[config.mk]
export PLATFORM = sky130hd
export DESIGN_NAME = mem_port_initiator
export DESIGN_NICKNAME = d
export VERILOG_FILES = /design/src/rtl/mem_port_pkg.sv /design/src/rtl/mem_port_rsp_fifo.sv /design/src/rtl/mem_port_initiator.sv
export SDC_FILE = /design/constraint.sdc
export NUM_CORES = 1
export LEC_CHECK = 0
export CORE_UTILIZATION = 32
export DETAILED_ROUTE_END_ITERATION = 8
export GPL_TIMING_DRIVEN = 0
export PLACE_DENSITY = 0.75
export SKIP_CTS_REPAIR_TIMING = 1
export SYNTH_ARGS = -nofsm -noshare
export SYNTH_HDL_FRONTEND = slang
export SYNTH_SLANG_ARGS = --single-unit
[constraint.sdc]
create_clock -name CLK -period 2.3 [get_ports CLK]
set_input_delay 0.23 -clock CLK [delete_from_list [all_inputs] [get_ports CLK]]
set_output_delay 0.23 -clock CLK [all_outputs]
set_load 0.005 [all_outputs]
[src/rtl/mem_port_pkg.sv]
// mem_port_pkg: FSM state encoding and response FIFO depth shared by the memory port initiator
package mem_port_pkg;
  typedef enum logic {INIT = 1'b0, RUN = 1'b1} state_t;
  localparam int RSP_DEPTH = 2;
endpackage

[src/rtl/mem_port_rsp_fifo.sv]
// mem_port_rsp_fifo: 2-entry response buffer with push/pop/count and 1-bit wrapping pointers
module mem_port_rsp_fifo #(
  parameter int DATA_W = 4
) (
  input  logic              CLK,
  input  logic              RST,
  input  logic              push,
  input  logic [DATA_W-1:0] din,
  input  logic              pop,
  output logic [DATA_W-1:0] dout,
  output logic [1:0]        count
);
  import mem_port_pkg::*;
  logic [DATA_W-1:0] r_mem [RSP_DEPTH];
  logic              r_wptr;
  logic              r_rptr;
  logic [1:0]        r_count;
  // storage, pointers and occupancy; the caller never pushes into a full buffer without popping
  always_ff @(posedge CLK or posedge RST)
    if (RST) begin
      r_mem   <= '{default: '0};
      r_wptr  <= 1'b0;
      r_rptr  <= 1'b0;
      r_count <= 2'd0;
    end else begin
      if (push) r_mem[r_wptr] <= din;
      r_wptr  <= r_wptr ^ push;
      r_rptr  <= r_rptr ^ pop;
      r_count <= r_count + 2'(push) - 2'(pop);
    end
  assign dout  = r_mem[r_rptr];
  assign count = r_count;
endmodule

[src/rtl/mem_port_initiator.sv]
// mem_port_initiator: valid/ready request front end for one RAM macro port; MEM_PORT_INITIATOR_INIT_EN adds a zero-fill INIT phase
module mem_port_initiator #(
  parameter int ADDR_W = 12,
  parameter int DATA_W = 4,
  parameter int DEPTH  = 4096
) (
  input  logic              CLK,
  input  logic              RST,
  input  logic              req_valid,
  output logic              req_ready,
  input  logic              req_we,
  input  logic [ADDR_W-1:0] req_addr,
  input  logic [DATA_W-1:0] req_wdata,
  input  logic [DATA_W-1:0] req_wmask,
  output logic              rsp_valid,
  input  logic              rsp_ready,
  output logic [DATA_W-1:0] rsp_rdata,
  output logic              init_done,
  output logic [ADDR_W-1:0] A,
  output logic              CE,
  output logic              WE,
  output logic [DATA_W-1:0] WEM,
  output logic [DATA_W-1:0] D,
  input  logic [DATA_W-1:0] Q
);
  import mem_port_pkg::*;
  state_t            r_state;
  state_t            w_state_nxt;
  logic              r_inflight;
  logic [1:0]        w_count;
  logic [2:0]        w_occ;
  logic              w_pop;
  logic              w_acc;
  logic              w_init_wr;
  logic              w_init_last;
  logic [ADDR_W-1:0] w_init_addr;
  if (DEPTH < 1 || DEPTH > (1 << ADDR_W)) begin : g_depth_chk
    $error("DEPTH must be in 1..2**ADDR_W");
  end
`ifdef MEM_PORT_INITIATOR_INIT_EN
  logic [ADDR_W-1:0] r_init_cnt;
  // zero-fill address walks 0..DEPTH-1, one word per INIT cycle
  always_ff @(posedge CLK or posedge RST)
    if (RST) r_init_cnt <= '0;
    else if (r_state == INIT) r_init_cnt <= r_init_cnt + ADDR_W'(1);
  assign w_init_wr   = (r_state == INIT) && !RST;
  assign w_init_last = r_init_cnt == ADDR_W'(DEPTH - 1);
  assign w_init_addr = r_init_cnt;
`else
  assign w_init_wr   = 1'b0;
  assign w_init_last = 1'b1;
  assign w_init_addr = '0;
`endif
  // state register
  always_ff @(posedge CLK or posedge RST)
    if (RST) r_state <= INIT;
    else r_state <= w_state_nxt;
  // leave INIT once the last init word has been written (immediately when zero-fill is absent)
  always_comb w_state_nxt = (r_state == INIT && w_init_last) ? RUN : r_state;
  // credit check: buffered plus in-flight responses, net of this cycle's pop, must leave room for one more
  always_comb begin
    init_done = r_state == RUN;
    w_pop     = rsp_valid && rsp_ready;
    w_occ     = {1'b0, w_count} + {2'b0, r_inflight} - {2'b0, w_pop};
    req_ready = init_done && (w_occ < 3'd2);
    w_acc     = req_valid && req_ready;
  end
  // RAM data is valid the cycle after a read accept and is captured into the FIFO then
  always_ff @(posedge CLK or posedge RST)
    if (RST) r_inflight <= 1'b0;
    else r_inflight <= w_acc && !req_we;
  // memory port: accepted request wins, else init write, else fully idle
  always_comb begin
    CE  = w_acc || w_init_wr;
    WE  = w_acc ? req_we : w_init_wr;
    A   = w_acc ? req_addr : (w_init_wr ? w_init_addr : '0);
    D   = w_acc ? req_wdata : '0;
    WEM = w_acc ? req_wmask : {DATA_W{w_init_wr}};
  end
  mem_port_rsp_fifo #(.DATA_W(DATA_W)) u_rsp_fifo (
    .CLK   (CLK),
    .RST   (RST),
    .push  (r_inflight),
    .din   (Q),
    .pop   (w_pop),
    .dout  (rsp_rdata),
    .count (w_count)
  );
  assign rsp_valid = w_count != 2'd0;
endmodule

**Yosys cells after proc, flatten, opt, wreduce, memory -nomap -nowiden**

Cells that the tools add are included.

- Flip-flop bits (word level): 14
- Output and inout port bits: 29

- Add/sub/neg operators: 4
- Order comparisons: 4
- Multiplexer cells: 10
- Bitwise gates (word level): 4
- Reductions and logical operators: 7

Operators with widths:

| kind | number |
|---|---|
| $mux 4 | 6 |
| $mux 12 | 1 |
| $bwmux 8 | 1 |
| $logic_and 1x1->1 | 5 |
| $demux 4 s1 | 1 |
| $ge 2x2->1 const B | 2 |
| $not 1->2 | 2 |
| $add 2x1->3 | 1 |
| $lt 3x2->1 const B | 1 |
| $sub 3x1->3 | 1 |
| $add 2x1->2 | 1 |
| $lt 2x1->1 const B | 1 |
| $reduce_bool 2->1 | 1 |
| $sub 2x1->2 | 1 |
| $xor 1x1->1 | 2 |
| $logic_not 1->1 | 1 |
| $mux 1 | 1 |

**Longest topological paths before layout**

Gate-level depths: netlist (run 1).

- Word-level depth: 7
- Mapped depth: 9

**Hierarchy**

From an unflattened synthesis (run 1), not the netlist that was laid out.

- Cell total of the unflattened synthesis: 98
- Area total of the unflattened synthesis: 918.4 µm²

By module, submodules not included:

| module | instances | cells each | area an instance (µm²) | seq. area each (µm²) |
|---|---|---|---|---|
| mem_port_rsp_fifo | 1 | 35 | 536.8 | 300.3 |
| mem_port_initiator | 1 | 63 | 381.6 | 50.0 |

**Least setup slack after synthesis (run 1)**

Ideal clock, no wire load.

- Path type: register -> output
- From: register u_rsp_fifo.r_count[1], in the netlist u_rsp_fifo.count[1]
- To: output A[0]
- Arrival: 2192 ps
- Required time: 2070 ps
- Setup slack: -122 ps
- Cell stages (with the launch flop): 10
- Path buffers: 1
- Path through: dfrtp_1 > o21a_1 > ha_1 > inv_1 > ha_1 > inv_1 > fa_1 > clkinv_1 > clkbuf_1 > nor3_1

- Cells in the longest elaborated chain, start to end: 7

RTL lines:

| item | line | RTL |
|---|---|---|
| from (decl) | mem_port_rsp_fifo.sv:17 | `logic [1:0] r_count;` |
| from (signal assigned) | mem_port_rsp_fifo.sv:29 | `r_count <= r_count + 2'(push) - 2'(pop);` |
| branches (longest 2 deep; another with $add 2x1->3) | -- |  |
| $sub 3x1->3 (*) | mem_port_initiator.sv:64 | `w_occ = {1'b0, w_count} + {2'b0, r_inflight} - {2'b0, w_pop};` |
| $lt 3x2->1 (*) | mem_port_initiator.sv:65 | `req_ready = init_done && (w_occ < 3'd2);` |
| $logic_and 1x1->1 (*) | mem_port_initiator.sv:65 |  |
| $logic_and 1x1->1 (*) | mem_port_initiator.sv:66 | `w_acc = req_valid && req_ready;` |
| $mux 12 (*) | mem_port_initiator.sv:76 | `A = w_acc ? req_addr : (w_init_wr ? w_init_addr : '0);` |
| to (decl) | mem_port_initiator.sv:19 | `output logic [ADDR_W-1:0] A,` |

Mark *: on every way between the ends.

**Worst setup path after layout (run 1)**

- From: register u_rsp_fifo.r_count[1], in the netlist u_rsp_fifo.count[1]
- To: output A[8]

Same word-level chain as after synthesis.

==> results.md, run 1 <==
* Dominant cell type by area after synthesis: dfrtp_1
* Maximum fanout along the worst path at 10
* Clock Skews at 0.00162 ns
* CP Buf/Inv Count at 5
* HPWL after DPL at 2020 um
* CP required at 2.07 ns
* Most common cell in the netlist: nor3_1
* Final core occ at 0.591
* Register area share after synthesis at 0.383
* Count of final hold-check violations at 0
* Cell depth of the worst setup path at 10
* Layout cells sized above 1 at 0.452
* Final WL at 2610 um
* Syn Inst Count at 93
* DRT iter0 DRCs at 25
* CTS tree: built
* Num rows at 19
* Post-route cell area at 0.00162 mm^2
* Post-route DRC at 0
* Average vias per placed instance at 4.99
* Area Overhead vs Synth at 76.7%
* Buffers added on ports at 56
* Placed cell area at 0.00160 mm^2
* PD cells at 1160 mW/mm^2
* Max incr delay on CP at 0.55 ns
* Predominant post-synthesis flop cell: dfrtp_1
* CP delay by family, top: adder cells
* Initial antenna violation count at 0
* Synth cell count leaders: nor3_1 (18), nand3_1 (17), dfrtp_1 (14)
* Sequential cell area at 352 um^2
* Worst path cell trace: o21a_1, ha_1, inv_1, ha_1, inv_1, fa_2, inv_4, buf_8, nor3_1, dlymetal6s2s_1
* GRT Resource Usage Total at 0.180
* TritonCTS Buffers at 3
* First-pass detailed-route iteration total at 4
* Area occupied by multi-input gates at 594 um^2
* Die area at 0.00308 mm^2
* Synth warn at 0
* Die Ht at 55.5 um
* Grt total ovfl at 0
* Clock Sinks at 14
* RSZ-0062 raised after global routing: true
* Final Critical Period at 2.79 ns
* Final worst setup slack at -0.490 ns
* CP endpoint kind: output pin
* #FFs+latches synth at 14
* Peak Freq at 358 MHz
* Vias at 928
* Nets at 190
* Max cap viols at 0
* Run status: complete, but fails checks
* Failing checks: negative setup slack
* Post-synth top area share at 0.383
* Synth top area cells: dfrtp_1 (38%), mux2_2 (15%), nor3_1 (9.8%)
* Final Setup Violations at 23
* Critical path's slowest cell: fa_2
* Crit path DAT at 2.56 ns
* Post-Syn Area at 915 um^2
* Clock tree root buffer cell: clkbuf_4
* Final Slew Violations at 0
* Top Ports at 58
* Wirelength per Cell at 14.0 um
* Min-delay worst type: in2async
* R2R depth at 9
* Syn nets at 127
* Ys async rst share at 1.00
* Clock slew at reported path FFs at 0.08 ns
* Clk_lat worst skew at 0.28 ns
* Die Width at 55.5 um
* CP Class: reg2out
* Synth cell types at 20
* Tot Pwr at 1.88 mW
* N_diodes at 0
* Number of enable flip-flop cells after synthesis at 0
* Initial Util at 0.335
* Final period utilization at 1.21
* Peak supply drop at 940 uV
* Avg Cell Area, Syn at 9.83 um^2
* Fin cells at 186
* Fillers at 254
* Antenna-violating nets left at 0
* Clock Path Buffers at 2
* Gp weighted congestion at 0.676
* Hold Slack at 0.280 ns
* Vias in the first global route at 927
* Inst Count DP at 180
* H-Tree Depth at 1
* Core Area at 0.00273 mm^2
* Pin count of the biggest net entering global routing at 15
* Leakage at 0.773 nW
* First-pass GRT wire length at 4330 um
* CP Launch Type: flop
==> per-stage QoR <==
step | setup slack [ns] | TNS, ns
6_report | -0.490 | -9.70
5_1_grt | -0.594 | -12.51
4_1_cts | -1.01 | -22.38
3_5_place_dp | -0.829 | -18.21
3_3_place_gp | -0.753 | -16.82
2_1_floorplan | -0.0292 | -0.216
==> layout make-up <==
class                   count  area share
clock buffers               4      0.0224
multi-input cells          64       0.368
well taps                  31      0.0240
plain buffers               8      0.0472
flip-flops and latches     14       0.217
repair buffers             58       0.303
inverters                   7      0.0178
==> cells by family (layout without fill, tap and decap cells) <==
group	count (synthesis)	after routing	synth area share
DFF	14	14	0.383
adders and majority gates	5	5	0.0766
xor gates and xnor gates	2	2	0.0274
buffers and inverters	15	77	0.0848
other	1	1	0.00410
muxes	12	12	0.148
AOI/OAI and AO/OA	1	1	0.00821
and+or+nand+nor	43	43	0.268
==> power by group <==
group / internal [mW] / total, mW / switching (mW)
clock: 0.0963 / 0.171 / 0.0748
sequential: 0.351 / 0.418 / 0.0668
combinational: 0.635 / 1.29 / 0.654
==> worst paths after layout <==
check	from	endpoint	slack, ns
worst max-delay path	u_rsp_fifo.count[1]	A[8]	-0.49
max in group asynchronous	RST	u_rsp_fifo.count[1]	1.66
worst min-delay path	RST	u_rsp_fifo.r_mem[6]	0.28
min in group CLK	req_valid	r_inflight	0.49
worst max register to register	u_rsp_fifo.count[1]	r_inflight	0.07
worst min register to register	u_rsp_fifo.r_mem[3]	u_rsp_fifo.r_mem[3]	0.51
==> registers in the layout, indices dropped and copies added (netlist names) <==
signal	cells
u_rsp_fifo.r_mem	8
init_done	1
u_rsp_fifo.r_rptr	1
u_rsp_fifo.r_wptr	1
u_rsp_fifo.count	2
r_inflight	1
==> routing by layer <==
metal,global-route usage,share of wire
met5,0,0
met4,0.0429,0.0073
met3,0.0422,0.031
met2,0.329,0.55
met1,0.210,0.41
==> layout by cell type, fill, tap and decap left out, drive strengths merged <==
master	count
nand3	17
dlymetal6s2s	4
inv	7
nand2	1
clkdlybuf4s50	33
nor4	1
clkbuf	9
or2	1
mux2	12
dfrtp	14
conb	1
o21a	1
nor3	18
nor3b	1
fa	1
ha	4
buf	24
nor4b	4
xor2	2
==> worst reg2reg max path, stage by stage (launching register included) <==
cell and delay (ns):
dfrtp_2 0.42, o21a_1 0.21, ha_1 0.27, inv_1 0.06, ha_1 0.13, inv_1 0.05
fa_2 0.38, xor2_4 0.21, buf_8 0.17, nor4_2 0.23
(Power assumes the default switching activity.)
==> inputs of run 2 (changes only) <==
SLEW_MARGIN = 20   (was default)
TNS_END_PERCENT = 30   (was default)
==> results.md, run 2 (same netlist as run 1, synthesis figures left out) <==
* HPWL after DPL at 2020 um (unchanged)
* CP Launch Type: flop
* Maximum fanout along the worst path at 10 (unchanged)
* Nets at 190 (unchanged)
* Final Setup Violations at 23 (unchanged)
* Final period utilization at 1.20 (-0.0151)
* Clk_lat worst skew at 0.28 ns (about the same)
* GRT Resource Usage Total at 0.180 (unchanged)
* PD cells at 1130 mW/mm^2 (-2.5%)
* CP required at 2.07 ns (about the same)
* Grt total ovfl at 0 (unchanged)
* TritonCTS Buffers at 3 (unchanged)
* Clock tree root buffer cell: clkbuf_4
* Clock slew at reported path FFs at 0.08 ns (about the same)
* Clock Sinks at 14 (unchanged)
* Final worst setup slack at -0.456 ns (+0.0348 ns)
* Die Ht at 55.5 um (unchanged)
* Crit path DAT at 2.53 ns (-0.03 ns)
* RSZ-0062 raised after global routing: true
* Top Ports at 58 (unchanged)
* Hold Slack at 0.279 ns (-0.00120 ns)
* CTS tree: built
* Final Slew Violations at 0 (unchanged)
* N_diodes at 0 (unchanged)
* Count of final hold-check violations at 0 (unchanged)
* Average vias per placed instance at 5.05 (+1.2%)
* Most common cell after layout, fill and taps aside: clkdlybuf4s50_1
* Clock Path Buffers at 2 (unchanged)
* Peak supply drop at 974 uV (+3.6%)
* Die area at 0.00308 mm^2 (unchanged)
* Final WL at 2570 um (-1.6%)
* Failing checks: negative setup slack
* Area Overhead vs Synth at 79.6%
* Top reg by flops: u_rsp_fifo.r_mem
* Peak Freq at 363 MHz (+1.3%)
* Gp weighted congestion at 0.676 (unchanged)
* CP Class: reg2out
* H-Tree Depth at 1 (unchanged)
* Final core occ at 0.601 (+0.00961)
* Post-route DRC at 0 (unchanged)
* Min-delay worst type: in2async
* Placed cell area at 0.00160 mm^2 (unchanged)
* First-pass detailed-route iteration total at 3 (-1)
* Wirelength per Cell at 13.8 um (-1.6%)
* Number of flip-flops in the largest register at 8 (unchanged)
* Final Critical Period at 2.76 ns (-0.0348 ns)
* Layout cells sized above 1 at 0.426 (-0.0258)
* Initial Util at 0.335 (unchanged)
* CP startpoint: u_rsp_fifo.count[1]
* CP endpoint kind: output pin
* Clock Skews at 0.00368 ns (+0.00206 ns)
* Most frequent cells in the layout: clkdlybuf4s50_1 (33), nand3_1 (17), buf_2 (16)
* Pin count of the biggest net entering global routing at 15 (unchanged)
* Core Area at 0.00273 mm^2 (unchanged)
* Vias in the first global route at 927 (unchanged)
* Post-route cell area at 0.00164 mm^2 (+1.6%)
* Leakage at 0.837 nW (+8.2%)
* Max cap viols at 0 (unchanged)
* Initial antenna violation count at 0 (unchanged)
* Reg2reg start: u_rsp_fifo.count[1]
* Vias at 939 (+1.2%)
* Buffers added on ports at 56 (unchanged)
* DRT iter0 DRCs at 31 (+24%)
* Die Width at 55.5 um (unchanged)
* Antenna-violating nets left at 0 (unchanged)
* First-pass GRT wire length at 4330 um (unchanged)
* Run status: complete, but fails checks
* Num rows at 19 (unchanged)
-- run 2: cell types whose count changed in the layout (fill, tap and decap cells not counted), sizes merged --
cell	previous run	this run
dlymetal6s2s	4	8
buf	24	22
clkbuf	9	7
-- run 2: per-layer routing --
metal / global-route usage / wire length, um
met1: 0.210 / 1050
met2: 0.329 / 1410
met3: 0.0422 / 87
met4: 0.0429 / 19
met5: 0 / 0
-- run 2: final cells by class --
cell class	count	area (um^2)
fill	247	1090
multi-input combinational	64	594
timing repair buffer	58	520
sequential	14	352
buffer	8	72.6
tap	31	38.8
clock buffer	4	36.3
inverter	7	28.8
-- run 2: path summary, 6_finish.rpt --
check | cells after the start | to | slack (ns)
setup / recovery | 10 | D[2] | -0.46
hold reg to reg | 1 | u_rsp_fifo.r_mem[3] | 0.51
max in group asynchronous | 2 | u_rsp_fifo.count[1] | 1.66
min in group CLK | 3 | r_inflight | 0.47
hold / removal | 2 | u_rsp_fifo.r_mem[6] | 0.28
setup reg to reg | 9 | r_inflight | 0.09
-- run 2: power by group --
part,internal [mW],total (mW),switching (mW)
Sequential,0.351,0.418,0.0668
Combinational,0.629,1.27,0.642
Clock,0.0963,0.172,0.0755
Total,1.08,1.86,0.785
-- run 2: worst max-delay path: stages (launching register included) --
cell and delay (ns):
dfrtp_2 0.42, o21a_1 0.21, ha_1 0.27, inv_1 0.06, ha_1 0.13, inv_1 0.05
fa_2 0.55, inv_4 0.07, buf_8 0.15, nor3_2 0.19, buf_2 0.14
-- run 2: stage by stage --
stage,std cells,worst slack [ns],total power [mW],TNS [ns]
2_1_floorplan,93,-0.0292,1.17,-0.216
3_3_place_gp,180,-0.753,1.56,-16.82
3_5_place_dp,180,-0.829,1.62,-18.21
4_1_cts,184,-1.01,1.79,-22.38
5_1_grt,186,-0.583,2.00,-12.54
6_report,186,-0.456,1.86,-9.67
